===== config.mk =====
export PLATFORM = sky130hd
export DESIGN_NAME = serial_add_ctrl_flat
export DESIGN_NICKNAME = d
export VERILOG_FILES = /design/src/rtl/serial_add_ctrl_if.sv /design/src/rtl/serial_add_ctrl.sv /design/src/flat_wrapper.sv
export SDC_FILE = /design/constraint.sdc
export NUM_CORES = 1
export LEC_CHECK = 0
export CAP_MARGIN = 10
export CELL_PAD_IN_SITES_DETAIL_PLACEMENT = 0
export CELL_PAD_IN_SITES_GLOBAL_PLACEMENT = 2
export CORE_MARGIN = 4
export CORE_UTILIZATION = 24
export DETAILED_ROUTE_END_ITERATION = 6
export PLACE_DENSITY_LB_ADDON = 0.1
export SETUP_SLACK_MARGIN = 0.5
export SYNTH_ARGS = -nofsm -noshare
export SYNTH_HDL_FRONTEND = slang
export SYNTH_SLANG_ARGS = --single-unit

===== constraint.sdc =====
create_clock -name clk -period 3.9 [get_ports clk]
set_input_delay 0.585 -clock clk [delete_from_list [all_inputs] [get_ports clk]]
set_output_delay 0.585 -clock clk [all_outputs]
set_load 0.03 [all_outputs]

===== src/rtl/serial_add_ctrl_if.sv =====
// serial_add_ctrl_if: request/result bundle for the bit-serial adder.
// master drives operands and start; slave returns status and result.
interface serial_add_ctrl_if #(
  parameter int WIDTH = 8
);
  logic             start;
  logic             sub;
  logic [WIDTH-1:0] op_a;
  logic [WIDTH-1:0] op_b;
  logic             c_in;
  logic             busy;
  logic             done;
  logic [WIDTH-1:0] sum;
  logic             c_out;

  modport master (
    output start, sub, op_a, op_b, c_in,
    input  busy, done, sum, c_out
  );

  modport slave (
    input  start, sub, op_a, op_b, c_in,
    output busy, done, sum, c_out
  );
endinterface


===== src/rtl/serial_add_ctrl.sv =====
// serial_add_ctrl: bit-serial add/subtract, one full-adder cell
// reused over WIDTH cycles, LSB first, carry held in a register.
module serial_add_ctrl #(
  parameter int WIDTH = 8
) (
  input  logic             clk,
  input  logic             rst_n,
  serial_add_ctrl_if.slave bus
);

  localparam int CW = (WIDTH > 2) ? $clog2(WIDTH) : 1;

  localparam logic [1:0] IDLE = 2'd0;
  localparam logic [1:0] RUN  = 2'd1;
  localparam logic [1:0] DONE = 2'd2;

  logic [1:0]       state;
  logic [1:0]       state_nx;
  logic [WIDTH-1:0] a_q;
  logic [WIDTH-1:0] b_q;
  logic [WIDTH-1:0] sum_q;
  logic [CW-1:0]    cnt;
  logic             cy;
  logic             cout_q;
  logic             take;
  logic             last;
  logic             fa_a;
  logic             fa_b;
  logic             fa_s;
  logic             fa_c;

  assign take = bus.start && (state != RUN);
  assign last = (cnt == CW'(WIDTH - 1));

  assign fa_a = a_q[cnt];
  assign fa_b = b_q[cnt];
  assign fa_s = fa_a ^ fa_b ^ cy;
  assign fa_c = (fa_a & fa_b) | (fa_a & cy) | (fa_b & cy);

  // Next state: RUN ends on the last bit slot, new work only outside RUN.
  always_comb begin
    state_nx = state;
    unique case (1'b1)
      (state == RUN): state_nx = last ? DONE : RUN;
      default:        state_nx = bus.start ? RUN : IDLE;
    endcase
  end

  // State register.
  always_ff @(posedge clk or negedge rst_n) begin
    if (!rst_n) state <= IDLE;
    else        state <= state_nx;
  end

  // Operand capture and one serial bit slot per RUN cycle.
  always_ff @(posedge clk or negedge rst_n) begin
    if (!rst_n) begin
      a_q    <= '0;
      b_q    <= '0;
      sum_q  <= '0;
      cnt    <= '0;
      cy     <= 1'b0;
      cout_q <= 1'b0;
    end else if (take) begin
      a_q <= bus.op_a;
      b_q <= bus.sub ? ~bus.op_b : bus.op_b;
      cy  <= bus.sub ? 1'b1 : bus.c_in;
      cnt <= '0;
    end else if (state == RUN) begin
      sum_q  <= {fa_s, sum_q[WIDTH-1:1]};
      cout_q <= fa_c;
      cy     <= fa_c;
      if (!last) cnt <= cnt + CW'(1);
    end
  end

  assign bus.busy  = (state == RUN);
  assign bus.done  = (state == DONE);
  assign bus.sum   = sum_q;
  assign bus.c_out = cout_q;

endmodule


===== src/flat_wrapper.sv =====
// flat-port wrapper written by rule: the top's interface ports become plain ports
module serial_add_ctrl_flat 
#(
  parameter int WIDTH = 8
)
  (clk, rst_n, bus_start, bus_sub, bus_op_a, bus_op_b, bus_c_in, bus_busy, bus_done, bus_sum, bus_c_out);
  serial_add_ctrl_if #(.WIDTH(WIDTH)) bus_i ();
  input  logic clk;
  input  logic rst_n;
  input wire logic [$bits(bus_i.start)-1:0] bus_start;
  input wire logic [$bits(bus_i.sub)-1:0] bus_sub;
  input wire logic [$bits(bus_i.op_a)-1:0] bus_op_a;
  input wire logic [$bits(bus_i.op_b)-1:0] bus_op_b;
  input wire logic [$bits(bus_i.c_in)-1:0] bus_c_in;
  output wire logic [$bits(bus_i.busy)-1:0] bus_busy;
  output wire logic [$bits(bus_i.done)-1:0] bus_done;
  output wire logic [$bits(bus_i.sum)-1:0] bus_sum;
  output wire logic [$bits(bus_i.c_out)-1:0] bus_c_out;
  assign bus_i.start = bus_start;
  assign bus_i.sub = bus_sub;
  assign bus_i.op_a = bus_op_a;
  assign bus_i.op_b = bus_op_b;
  assign bus_i.c_in = bus_c_in;
  assign bus_busy = bus_i.busy;
  assign bus_done = bus_i.done;
  assign bus_sum = bus_i.sum;
  assign bus_c_out = bus_i.c_out;
  serial_add_ctrl #(.WIDTH(WIDTH)) u_core (.clk(clk), .rst_n(rst_n), .bus(bus_i));
endmodule

Yosys cells after proc, flatten, opt, wreduce, memory -nomap -nowiden
Index checks and enable logic that the tools add are counted.
- multiplexer cells: 14
- bitwise gates (word level): 9
- eq/ne operators: 5
- reductions and logical operators: 4
- magnitude comparators: 1
- $add $sub $neg: 1
- operator list (operator ; count):
    two-way mux 3 bit ; 3
    two-way mux 8 bit ; 1
    inverter 8 bit ; 1
    binary-select mux 1 bit (select 3 bit) ; 2
    two-way mux 1 bit ; 6
    less-than comparator 3 x 4 -> 1 bit (second input constant) ; 1
    two-way mux 2 bit ; 2
    != test 2 x 1 -> 1 bit (second input constant) ; 2
    AND reduction 2 bit ; 2
    adder 3 x 1 -> 3 bit (second input constant) ; 1
    AND 1 bit ; 3
    == test 3 bit (second input constant) ; 1
    == test 2 x 1 -> 1 bit (second input constant) ; 1
    == test 2 bit (second input constant) ; 1
    bitwise OR 1 bit ; 2
    nonzero test 2 bit ; 1
    XOR 1 bit ; 2
    logical AND 1 bit ; 1
    inverter 1 bit ; 1
- logic and storage cells: 41
- output and inout port bits: 11
- input port bits: 21
- register bits after elaboration: 31

Depth between registers and ports, before layout
- depth after elaboration: 7
- depth in mapped cells: 6
- mapped depth without buffers: 5

Least setup slack after synthesis
No wires, ideal clock.
- path kind: register -> register
- from: register u_core.cnt[0]
- to: register u_core.sum_q[7] (netlist: u_core.bus.sum[7])
- path buffers: 1
- stages on the path, launching flop included: 6
- setup time: 83 ps
- path slack: 1933 ps
- data arrival time: 1884 ps
- required time: 3817 ps
- period minus slack after synthesis: 1967 ps
- cell sequence: dfrtp_1 -> clkbuf_1 -> mux4_2 -> mux2i_1 -> fa_1 -> o21ai_0
- word-level cells in the longest chain between the ends: 4
- elaborated cells between the ends (all ways): 6
- those cells by class: mux: 4; bitwise: 2
- ends and longest elaborated chain (what ; RTL line ; source):
    start, declared ; serial_add_ctrl.sv:22 ; logic [CW-1:0] cnt;
    start signal, assigned ; serial_add_ctrl.sv:73 ; if (!last) cnt <= cnt + CW'(1);
    binary-select mux 1 bit (select 3 bit) (on tied branches) ; serial_add_ctrl.sv:35, serial_add_ctrl.sv:36 ;
    two-way mux 1 bit (on tied branches) ; serial_add_ctrl.sv:35, serial_add_ctrl.sv:36 ;
    XOR 1 bit * (2 in series) ; serial_add_ctrl.sv:37 ; assign fa_s = fa_a ^ fa_b ^ cy;
    end signal, assigned ; serial_add_ctrl.sv:70 ; sum_q <= {fa_s, sum_q[WIDTH-1:1]};
    end, declared ; serial_add_ctrl.sv:21 ; logic [WIDTH-1:0] sum_q;
Every way passes the cells marked *; elsewhere a longest branch is shown, timed or not. The select of a mux whose other input is x is not followed.
A chain may end at the register's enable or synchronous reset.

Worst setup path in the final report
- from: register u_core.state[0]
- to: output port bus_busy
- word-level cells in the longest chain between the ends: 1
- ends and longest elaborated chain (what ; RTL line ; source):
    start, declared ; serial_add_ctrl.sv:17 ; logic [1:0] state;
    start signal, assigned ; serial_add_ctrl.sv:52 ; else state <= state_nx;
    == test 2 x 1 -> 1 bit ; serial_add_ctrl.sv:77 ; assign bus.busy = (state == RUN);
    end, declared ; flat_wrapper.sv:15 ; output wire logic [$bits(bus_i.busy)-1:0] bus_busy;
No other way between the ends.

==> summary.txt <==
Status
  – Run status: finished clean

Worst hold path
  – Min-delay worst type: flip-flop to flip-flop

Clocking
  – CTS tree: built
  – Clk slew on worst S/H paths: 0.07 ns
  – Post-CTS Hold Buffers: 0
  – CTS root buffer: clkbuf_8
  – Resized cells post-CTS: 0
  – CTS Buf Count: 5
  – Setup Fix Bufs, Post-CTS: 0
  – Clock sinks: 31
  – H-Tree Depth: 2
  – Worst-skew pair later-pin latency: 0.28 ns
  – Clock buffer depth: 2

Timing
  – Hold Vio Cnt, Final: 0
  – Period minus WS final: 2.54 ns
  – Setup TNS: 0 ns
  – Final worst-path cycle share: 0.652
  – Slew Limit Fails: 0
  – Fmax: 393 MHz
  – Unrepaired setup endpoints after global routing: false
  – Worst-Margin Slew: 0.492 ns
  – Clock Skews: 0.00994 ns
  – Setup violations, final: 0
  – Worst slew margin: 0.671

Synthesis
  – Gate Count Post-Synth: 121
  – Syn Nets: 145
  – Sequential-to-total area share from yosys stat: 0.543
  – Post-synth cell types: 24
  – Mapped Area: 0.00143 mm2
  – Mean Syn Cell Area: 11.8 um2
  – Synth warn: 0
  – Post-synthesis register bit count: 31

Global route
  – First-pass GRT wire length: 5.00 mm
  – Vias in the first global route: 1033
  – Pin count of the biggest net entering global routing: 32
  – Initial antenna violation count: 0
  – Gr usage total: 0.0891
  – Total grt overflow: 0

Floorplan
  – # IOs: 32
  – Die Height: 85.1 um
  – Row cnt: 27
  – Starting Density: 0.253
  – Core area: 0.00564 mm2
  – Die ar.: 0.00725 mm2
  – Die width: 85.1 um

Critical path
  – Worst Setup End Kind: primary output
  – Arr. time, crit path: 1.96 ns
  – Crit start category: flip-flop
  – Kind of critical path: flip-flop to primary output
  – Crit path required time: 3.31 ns
  – Worst Path Max Fanout: 24

Route
  – DRT Pass-1 Iters: 4
  – DRC: 0
  – Starting DRT DRC Count: 12
  – Post-route ant nets: 0
  – Vias: 937
  – Routed WL: 2.87 mm
  – Routed len/inst: 12.7 um
  – Vias per cell: 4.15

Final layout
  – Number of fill cells: 574
  – Nets: 177
  – Final instance area: 0.00191 mm2
  – Area growth, synth to finish: 33.7%
  – Layout cells sized above 1: 0.156
  – Post-route insts no fill: 226
  – Diodes inserted: 0

Placement
  – Placed cells: 218
  – Final RePlAce weighted congestion: 0.677
  – Dpl hpwl: 2.02 mm
  – Dpl cell area: 0.00179 mm2
  – Number of port buffers: 31

Pwr
  – Leak: 0.808 nW
  – Worst VDD drop: 0.242 mV
  – Cell Pwr Density: 840 mW/mm2

Flow run
  – Maxcap violations: 0
## final timing paths
| path | from | to | slack, ns | depth (start not counted) |
|---|---|---|---|---|
| worst max-delay path | u_core.state[0] | bus_busy | 1.36 | 4 |
| worst min-delay path | u_core.bus.c_out | u_core.bus.c_out | 0.49 | 2 |
| worst max register to register | u_core.cnt[0] | u_core.bus.sum[7] | 1.83 | 4 |
| worst min register to register | u_core.bus.c_out | u_core.bus.c_out | 0.49 | 2 |
| max in group asynchronous | rst_n | u_core.bus.c_out | 2.90 | 2 |
| min in group asynchronous | rst_n | u_core.a_q[7] | 0.70 | 2 |
## through the flow
stage	utilization	hold slack [ns]	setup WS (ns)	total power [mW]
final	0.338	0.488	1.36	1.60
after global routing	0.338	0.526	1.17	1.74
after CTS	0.338	0.501	1.32	1.63
after detailed placement	0.317	0.485	1.63	1.30
after global placement	0.317	0.462	1.66	1.29
after floorplan	-	0.289	1.93	1.08
## Yosys cell counts, drive strengths merged
master   n  area (um2)
dfrtp   31         776
nand2   23        86.3
a21oi   16        80.1
mux2     9         109
xnor2    8        70.1
clkbuf   5        18.8
mux4     4        90.1
o21ai    4        20.0
buf      3        33.8
inv      3        11.3
a22o     2        17.5
ha       2        25.0
mux2i    2        20.0
and2     1        8.76
clkinv   1        3.75
fa       1        20.0
nand2b   1        6.26
nand3b   1        7.51
nor2     1        3.75
nor2b    1        6.26
nor3b    1        7.51
o22ai    1        6.26
## cell families after synthesis
| group | share of synthesized area |
|---|---|
| compound gates | 0.0868 |
| xor+xnor | 0.0491 |
| fa+ha+maj | 0.0315 |
| buf+inv | 0.0473 |
| flops | 0.543 |
| mux | 0.153 |
| simple gates | 0.0885 |
## cell usage in the layout, fill, tap and decap left out
master	n
nor2b_1	1
mux2_2	7
clkdlybuf4s50_1	31
nor2_1	1
mux2i_1	2
bufinv_16	1
nand3b_1	1
o21ai_1	1
clkinv_1	1
fa_1	1
and2_4	1
xnor2_1	8
o21ai_0	3
o22ai_1	1
a21oi_1	16
clkbuf_8	6
mux2_4	2
nor3b_1	1
buf_4	2
dfrtp_1	31
inv_1	3
nand2b_1	1
mux4_2	4
a22o_1	2
ha_1	2
nand2_1	23
clkinv_2	1
## critical path: stages (launching register included)
cell	delay, ns
dfrtp_1	0.39
nand2b_1	0.07
buf_4	0.25
clkinv_1	0.28
clkdlybuf4s50_1	0.67
## state kept, by name (all words and copies together) (netlist names)
register / count
u_core.a_q: 8
u_core.b_q: 8
u_core.bus.c_out: 1
u_core.bus.sum: 8
u_core.cnt: 3
u_core.cy: 1
u_core.state: 2
## cell type report
type,count,area [um2],share of cell area
inverters,4,15.0,0.00787
clock inverters,2,35.0,0.0184
multi-input cells,78,584,0.306
well taps,72,90.1,0.0472
repair buffers,33,325,0.170
clock buffers,6,82.6,0.0433
flip-flops and latches,31,776,0.407
## power breakdown
| group | internal [mW] | switching, mW | leakage (nW) |
|---|---|---|---|
| combinational | 0.345 | 0.335 | 0.382 |
| sequential | 0.484 | 0.113 | 0.365 |
| clock | 0.207 | 0.118 | 0.0612 |
## metal layers
layer,part of all wire,track usage
met1,0.48,0.111
met2,0.46,0.135
met3,0.058,0.0398
met4,0.0080,0.0345
met5,0,0
Note: power is estimated with default switching activity, not from simulation.
